==> src/rtl/alu_if.sv <==
// alu_if: operand/command and registered result/flag bundle between the datapath and the ALU.
interface alu_if #(parameter int WIDTH = 32);
    logic [WIDTH-1:0] operandA;
    logic [WIDTH-1:0] operandB;
    logic [2:0]       command;
    logic [WIDTH-1:0] result;
    logic             carryout;
    logic             zero;
    logic             overflow;
    modport master (output operandA, operandB, command, input result, carryout, zero, overflow);
    modport slave  (input operandA, operandB, command, output result, carryout, zero, overflow);
endinterface

==> src/rtl/alu.sv <==
// alu: registered 32-bit ALU (add, sub, xor, slt, and, nand, nor, or) with carry/zero/overflow flags.
module alu #(parameter int WIDTH = 32) (
    input  logic clk,
    input  logic reset,
    alu_if.slave bus
);
    localparam logic [2:0] ADD = 3'd0, SUB = 3'd1, XOR = 3'd2, SLT = 3'd3;
    localparam logic [2:0] AND = 3'd4, NAND = 3'd5, NOR = 3'd6;
    logic [WIDTH-1:0] w_a, w_b, w_binv, w_res;
    logic [WIDTH:0]   w_sum;
    logic             w_arith, w_ovf, w_slt;
    logic [WIDTH-1:0] r_result;
    logic             r_carry, r_zero, r_ovf;
    assign w_a     = bus.operandA;
    assign w_b     = bus.operandB;
    assign w_arith = bus.command == ADD || bus.command == SUB;
    // SUB and SLT share one adder: A + ~B + 1
    assign w_binv  = bus.command == ADD ? w_b : ~w_b;
    assign w_sum   = {1'b0, w_a} + {1'b0, w_binv} + {{WIDTH{1'b0}}, bus.command != ADD};
    assign w_ovf   = (w_a[WIDTH-1] == w_binv[WIDTH-1]) && (w_sum[WIDTH-1] != w_a[WIDTH-1]);
    assign w_slt   = w_sum[WIDTH-1] ^ w_ovf;
    always_comb begin
        w_res = bus.command == ADD  ? w_sum[WIDTH-1:0] :
                bus.command == SUB  ? w_sum[WIDTH-1:0] :
                bus.command == XOR  ? w_a ^ w_b :
                bus.command == SLT  ? {{(WIDTH-1){1'b0}}, w_slt} :
                bus.command == AND  ? w_a & w_b :
                bus.command == NAND ? ~(w_a & w_b) :
                bus.command == NOR  ? ~(w_a | w_b) :
                                      w_a | w_b;
    end
    always_ff @(posedge clk) begin
        if (reset) begin
            r_result <= '0;
            r_carry  <= 1'b0;
            r_zero   <= 1'b1;
            r_ovf    <= 1'b0;
        end else begin
            r_result <= w_res;
            r_carry  <= w_arith & w_sum[WIDTH];
            r_zero   <= ~|w_res;
            r_ovf    <= w_arith & w_ovf;
        end
    end
    assign bus.result   = r_result;
    assign bus.carryout = r_carry;
    assign bus.zero     = r_zero;
    assign bus.overflow = r_ovf;
endmodule

==> src/flat_wrapper.sv <==
// flat-port wrapper written by rule: the top's interface ports become plain ports
module alu_flat 
#(parameter int WIDTH = 32)
  (clk, reset, bus_operandA, bus_operandB, bus_command, bus_result, bus_carryout, bus_zero, bus_overflow);
  alu_if #(.WIDTH(WIDTH)) bus_i ();
  input  logic clk;
  input  logic reset;
  input wire logic [$bits(bus_i.operandA)-1:0] bus_operandA;
  input wire logic [$bits(bus_i.operandB)-1:0] bus_operandB;
  input wire logic [$bits(bus_i.command)-1:0] bus_command;
  output wire logic [$bits(bus_i.result)-1:0] bus_result;
  output wire logic [$bits(bus_i.carryout)-1:0] bus_carryout;
  output wire logic [$bits(bus_i.zero)-1:0] bus_zero;
  output wire logic [$bits(bus_i.overflow)-1:0] bus_overflow;
  assign bus_i.operandA = bus_operandA;
  assign bus_i.operandB = bus_operandB;
  assign bus_i.command = bus_command;
  assign bus_result = bus_i.result;
  assign bus_carryout = bus_i.carryout;
  assign bus_zero = bus_i.zero;
  assign bus_overflow = bus_i.overflow;
  alu #(.WIDTH(WIDTH)) u_core (.clk(clk), .reset(reset), .bus(bus_i));
endmodule
==> config.mk <==
export PLATFORM = sky130hd
export DESIGN_NAME = alu_flat
export DESIGN_NICKNAME = d
export VERILOG_FILES = /design/src/rtl/alu_if.sv /design/src/rtl/alu.sv /design/src/flat_wrapper.sv
export SDC_FILE = /design/constraint.sdc
export NUM_CORES = 1
export LEC_CHECK = 0
export CAP_MARGIN = 10
export CORE_MARGIN = 4
export CORE_UTILIZATION = 56
export CTS_BUF_LIST = sky130_fd_sc_hd__clkbuf_2 sky130_fd_sc_hd__clkbuf_4 sky130_fd_sc_hd__clkbuf_8
export DETAILED_ROUTE_END_ITERATION = 6
export GPL_ROUTABILITY_DRIVEN = 0
export PLACE_DENSITY = 0.88
export SYNTH_ARGS = -nofsm -noshare
export SYNTH_HDL_FRONTEND = slang
export SYNTH_SLANG_ARGS = --single-unit
==> constraint.sdc <==
create_clock -name clk -period 6.1 [get_ports clk]
set_clock_uncertainty 0.2 [all_clocks]
set_input_delay 1.22 -clock clk [delete_from_list [all_inputs] [get_ports clk]]
set_output_delay 1.22 -clock clk [all_outputs]
set_load 0.01 [all_outputs]
==> flow_summary.toml, run 1 <==
[outcome]
status = "finished, violations left"
violations = "design-rule violations"

[clocking]
cts_max_level = 2
clockRootBuffer = "clkbuf_8"
tritoncts = "done"
cts_setup_buffers = 0
cts_resized = 0
cts-hold-fix-buffers = 0
cts_buffers = 5
cts_max_path_buffers = 2
clk_pin_slew_ns = 0.09
clock_sinks = 35

[power]
power.internal_uw = 623
switching_share_pct = 44.2
p_sw_uw = 493
p_total_mw = 1.12
p_leak_nw = 3.07
vdd_drop_max_v = 0.000127
clkPwrFrac_pct = 17.2
p_seq_share_pct = 23.1
pwr_density_cell_mw_per_mm2 = 160
comb_power_share_pct = 59.7

[timing]
maxSlewHeadroom_pct = 47.4
finalMaxSlewViolations = 0
timing.fmax_mhz = 190
fin_ws_ns = 0.835
grt_setup_unrepaired = "false"
min_period_over_period_pct = 86.3
finalHoldWorstSlack_ns = 1.33
setup_viol = 0
layout_min_cycle_time_ns = 5.26
fin_tns_setup_ns = 0
hold_violations = 0
tightest_slew_ns = 0.789

[finish]
antennaDiodeCount = 0
syn_to_final_growth_pct = 21.0
fin_area_mm2 = 0.00697
drive_above_1_share_pct = 4.92
fillers = 804
fin_nets = 998

[yosys]
async_flop_share_pct = 0
synth_ff_type = "dfxtp_1"
synth.most_common_cell = "ha_1"
synth_nets = 922
ys_ff_latch = 35
ys_seq_area_share_pct = 12.2
synth-edff-count = 0
ys_warn_count = 0
synthesis.area_mm2 = 0.00576
synthTopCellsByArea = "ha_1 21%, dfxtp_1 12%, xnor2_1 8.4%"
avgSynthCellArea_um2 = 7.61
synth_top_area_share_pct = 20.6
synth_cell_types = 65
synth_common_cells = "95 x ha_1, 72 x inv_1, 55 x xnor2_1, 53 x nor2_1, 50 x o21ai_0"
synth_area_leader_cell = "ha_1"
synthCells = 757

[detailed_routing]
drt-vias-per-instance = 6.55
avgRoutedWirePerCell_um = 19.2
route.detailed.drc = 1
dr.pass1.iters = 7
vias = 6333
wl_mm = 18.5
ant_nets = 0
drt_iter0_drc = 906

[worst_setup_path]
cp_cell_sequence = "clkdlybuf4s50_1 -> buf_4 -> or4_4 -> nand2_1 -> fa_1 -> nand2b_1 -> a211oi_1 -> buf_4 -> o211ai_1 -> nand2_1 -> a2111oi_0 -> nor3_1 -> nor4_1 -> o2111ai_1 -> o41ai_2"
cp_num_buf_inv = 3
crit_family = "compound AO/OA/AOI/OAI gates"
critPathLaunchType = "primary input"
worst-path-max-fanout = 19
crit_path_end_kind = "flop"
critPathMaxStageDelay_ns = 0.68
crit_arrival_ns = 5.28
crit_type = "in -> reg"
crit_slowest_cell = "a2111oi_0"
cp.required_ns = 6.11

[placement]
hpwl_mm = 14.2
placed_area_mm2 = 0.00688
io_buffers = 103
dp_slack_ns = 0.650

[run]
cap_violations = 0

[floorplan]
coreArea_mm2 = 0.00991
die-area_mm2 = 0.0120
rows = 36
die_h_um = 109
die_w_um = 109
initial_core_util_pct = 58.2
pin_count = 104

[grt]
grt_max_degree = 45
grt_pass1_vias = 6071
grt_overflow = 0
grt.total_usage_pct = 30.2
antenna_found_initial = 0
grt_pass1_wl_mm = 29.3

[min_path]
hp-class = "in -> reg"
path summary, 6_finish.rpt:
path	startpoint	to	cells past startpoint
min	bus_command[0]	u_core.bus.result[2]$_SDFF_PP0_	4
max	bus_command[1]	u_core.bus.zero$_SDFF_PP1_	15
cells in the final DEF, fill, tap and decap left out, drive strengths merged, types with 3 or more instances in the layout:
master,synthesis,final
a211oi,18,18
a21o,10,10
a21oi,41,41
a222oi,19,19
a22o,16,16
a22oi,8,8
a311oi,3,3
a31o,3,3
a31oi,5,5
and2,7,7
and3,6,6
and4,5,5
buf,14,16
clkbuf,35,6
clkdlybuf4s50,0,102
dfxtp,35,35
ha,95,95
inv,74,74
mux2i,11,11
nand2,39,39
nand2b,13,13
nand3,14,14
nand4,12,12
nor2,53,53
nor3,12,12
nor4,11,11
o211ai,6,6
o21a,7,7
o21ai,51,51
o21bai,3,3
o221ai,8,8
o311ai,3,3
o32ai,3,3
or3,5,5
xnor2,55,55
xor2,24,24
tightest hold or removal path, cell delays in order:
cell,delay (ns)
buf_2,0.19
a21oi_1,0.15
o32ai_1,0.12
nor2_1,0.10
per-layer routing:
metal,vias up,global-route usage [%],routed length (µm)
met5,-,0,0
met4,0,11.1,574
met3,67,5.11,2010
met2,434,50.6,8500
met1,2914,38.7,7450
li1,2918,-,-
state kept, by name, summed over array words and instances (netlist names):
| signal | cells |
|---|---|
| u_core.bus.result | 32 |
| u_core.bus.carryout | 1 |
| u_core.bus.overflow | 1 |
| u_core.bus.zero | 1 |
through the flow:
step           util, %  instances
5_1_grt           70.4        967
4_1_cts           70.4        967
2_1_floorplan        -        757
3_5_place_dp      69.5        959
3_3_place_gp      69.5        959
6_report          70.4        967
layout make-up:
class                           instances  area [µm²]  share of cell area [%]
Sequential cell                        35         701                    10.0
Clock buffer                            6        76.3                    1.09
Clock inverter                          2        12.5                   0.179
Inverter                               74         278                    3.98
Tap cell                              133         166                    2.39
Multi-Input combinational cell        599        4600                    66.0
Timing Repair Buffer                  118        1140                    16.3
power by group through the flow:
stage                     logic, mW  clock network [mW]  registers, mW
final                         0.666               0.192          0.257
after global routing          0.718               0.202          0.260
after CTS                     0.648               0.190          0.258
after detailed placement      0.643                   0          0.263
after global placement        0.619                   0          0.262
after floorplan               0.409                   0          0.275
logic make-up (layout without fill, tap and decap cells):
group / Yosys count / after routing / synth area share (%)
AND/OR/NAND/NOR: 185 / 185 / 16.1
AO/OA/AOI/OAI: 228 / 228 / 28.7
multiplexers: 11 / 11 / 1.91
adder cells (fa/ha/maj): 96 / 96 / 21.0
XOR/XNOR: 79 / 79 / 12.0
buffers and inverters: 123 / 200 / 8.21
flip-flops: 35 / 35 / 12.2
Power figures use the tool's default switching activity.
==> run 2: changes to the inputs <==
--- a/config.mk
+++ b/config.mk
@@ -5,6 +5,7 @@
 export SDC_FILE = /design/constraint.sdc
 export NUM_CORES = 1
 export LEC_CHECK = 0
+export ABC_CLOCK_PERIOD_IN_PS = 6100
 export CAP_MARGIN = 10
 export CORE_MARGIN = 4
 export CORE_UTILIZATION = 56
==> results of run 2 <==
No change in the layout: final DEF, timing and power equal those of run 1.
==> run 3: changes to the inputs <==
--- a/config.mk
+++ b/config.mk
@@ -5,7 +5,7 @@
 export SDC_FILE = /design/constraint.sdc
 export NUM_CORES = 1
 export LEC_CHECK = 0
-export ABC_CLOCK_PERIOD_IN_PS = 6100
+export ABC_CLOCK_PERIOD_IN_PS = 5800
 export CAP_MARGIN = 10
 export CORE_MARGIN = 4
 export CORE_UTILIZATION = 56
@@ -13,6 +13,7 @@
 export DETAILED_ROUTE_END_ITERATION = 6
 export GPL_ROUTABILITY_DRIVEN = 0
 export PLACE_DENSITY = 0.88
+export SETUP_SLACK_MARGIN = 0.02
 export SYNTH_ARGS = -nofsm -noshare
 export SYNTH_HDL_FRONTEND = slang
 export SYNTH_SLANG_ARGS = --single-unit
==> constraint.sdc (replaced) <==
create_clock -name clk -period 5.8 [get_ports clk]
set_clock_uncertainty 0.2 [all_clocks]
set_input_delay 1.16 -clock clk [delete_from_list [all_inputs] [get_ports clk]]
set_output_delay 1.16 -clock clk [all_outputs]
set_load 0.01 [all_outputs]
==> flow_summary.toml, run 3 (synthesized netlist as in run 1, its figures left out) <==
[outcome]
status = "completed"

[power]
p_total_mw = 1.17
vdd_drop_max_v = 0.0000951
p_leak_nw = 3.06
pwr_density_cell_mw_per_mm2 = 168

[timing]
finalHoldWorstSlack_ns = 1.39
timing.fmax_mhz = 196
min_period_over_period_pct = 88.1
fin_ws_ns = 0.691
grt_setup_unrepaired = "false"
maxSlewHeadroom_pct = 45.5
finalMaxSlewViolations = 0
tightest_slew_ns = 0.815
fin_tns_setup_ns = 0
hold_violations = 0
setup_viol = 0
layout_min_cycle_time_ns = 5.11

[detailed_routing]
ant_nets = 0
avgRoutedWirePerCell_um = 19.2
drt_iter0_drc = 819
route.detailed.drc = 0
drt-vias-per-instance = 6.60
wl_mm = 18.5
vias = 6374
dr.pass1.iters = 6

[placement]
hpwl_mm = 14.0
dp_cells = 958
io_buffers = 103
dp_slack_ns = 0.481

[clocking]
cts_max_level = 2
cts-hold-fix-buffers = 0
clock_sinks = 35
cts_setup_buffers = 0
clockRootBuffer = "clkbuf_8"
cts_max_path_buffers = 2
cts_buffers = 5
cts_resized = 0
clk_pin_slew_ns = 0.09
tritoncts = "done"

[floorplan]
die_h_um = 109
coreArea_mm2 = 0.00991
pin_count = 104
die-area_mm2 = 0.0120
initial_core_util_pct = 58.2
die_w_um = 109
rows = 36

[min_path]
hp-start = "bus_command[0]"
holdPathStages = 6
whs_endpoint = "u_core.bus.result[1]$_SDFF_PP0_"
hp-class = "in -> reg"

[worst_setup_path]
crit_type = "in -> reg"
worst-path-max-fanout = 19
cp-startpoint = "bus_command[1]"
crit_arrival_ns = 5.12
cp.required_ns = 5.81
crit_path_end_kind = "flop"
critPathLaunchType = "primary input"

[finish]
drive_above_1_share_pct = 4.80
largest_reg_flops = 32
syn_to_final_growth_pct = 20.8
fin_nets = 997
antennaDiodeCount = 0
mostFrequentLayoutCells = "102 x clkdlybuf4s50_1, 95 x ha_1, 72 x inv_1"
layout_commonest_cell = "clkdlybuf4s50_1"
final_cells = 966
fillers = 781

[grt]
grt.total_usage_pct = 30.4
grt_overflow = 0
antenna_found_initial = 0
grt_pass1_wl_mm = 29.6
grt_max_degree = 45
grt_pass1_vias = 6157

[run]
cap_violations = 0
[run 3: cell count changes in the layout (fill, tap and decap cells not counted)]
| cell | before | now |
|---|---|---|
| buf_4 | 15 | 14 |
[run 3: stage by stage]
stage | util [%] | instance area (µm²)
finish | 70.3 | 6970
global route | 70.3 | 6970
CTS | 70.3 | 6970
detailed placement | 69.4 | 6880
global placement | 69.4 | 6880
floorplan | - | 5760
[run 3: critical path: stages]
cell             delay [ns]
clkdlybuf4s50_1        0.45
inv_2                  0.07
nand2_1                0.09
nor2_4                 0.16
buf_4                  0.35
xnor2_1                0.17
ha_1                   0.33
a21o_1                 0.23
a21o_1                 0.19
a2111o_1               0.49
or4_1                  0.52
nand4_1                0.14
a211oi_1               0.07
nor4_1                 0.29
o2111ai_1              0.16
o41ai_2                0.23
[run 3: per-layer routing]
| metal | vias up | GRT usage [%] | wire (µm) |
|---|---|---|---|
| met2 | 507 | 50.8 | 8290 |
| met5 | - | 0 | 0 |
| li1 | 2909 | - | - |
| met3 | 95 | 5.75 | 2340 |
| met4 | 0 | 13.3 | 749 |
| met1 | 2863 | 38.1 | 7130 |
[run 3: final cells by class]
type                            count  area (µm²)  share of cell area [%]
Inverter                           74         278                    3.99
Sequential cell                    35         701                    10.1
Clock inverter                      2        12.5                   0.180
Timing Repair Buffer              117        1130                    16.2
Multi-Input combinational cell    599        4600                    66.0
Tap cell                          133         166                    2.39
Clock buffer                        6        76.3                    1.10
[run 3: power by group]
part	leakage [nW]	total, mW	switching, mW	internal [mW]
registers	0.291	0.271	0.00630	0.264
logic	2.73	0.705	0.404	0.301
clock network	0.0446	0.196	0.107	0.0890
total	3.06	1.17	0.517	0.655
[run 3: worst max path at each step]
stage,endpoint,slack (ns),cells past startpoint
global placement,u_core.bus.zero$_SDFF_PP1_,0.62,14
global route,u_core.bus.zero$_SDFF_PP1_,0.40,16
floorplan,u_core.bus.zero$_SDFF_PP1_,0.07,20
finish,u_core.bus.zero$_SDFF_PP1_,0.69,16
CTS,u_core.bus.zero$_SDFF_PP1_,0.78,16
detailed placement,u_core.bus.zero$_SDFF_PP1_,0.48,16
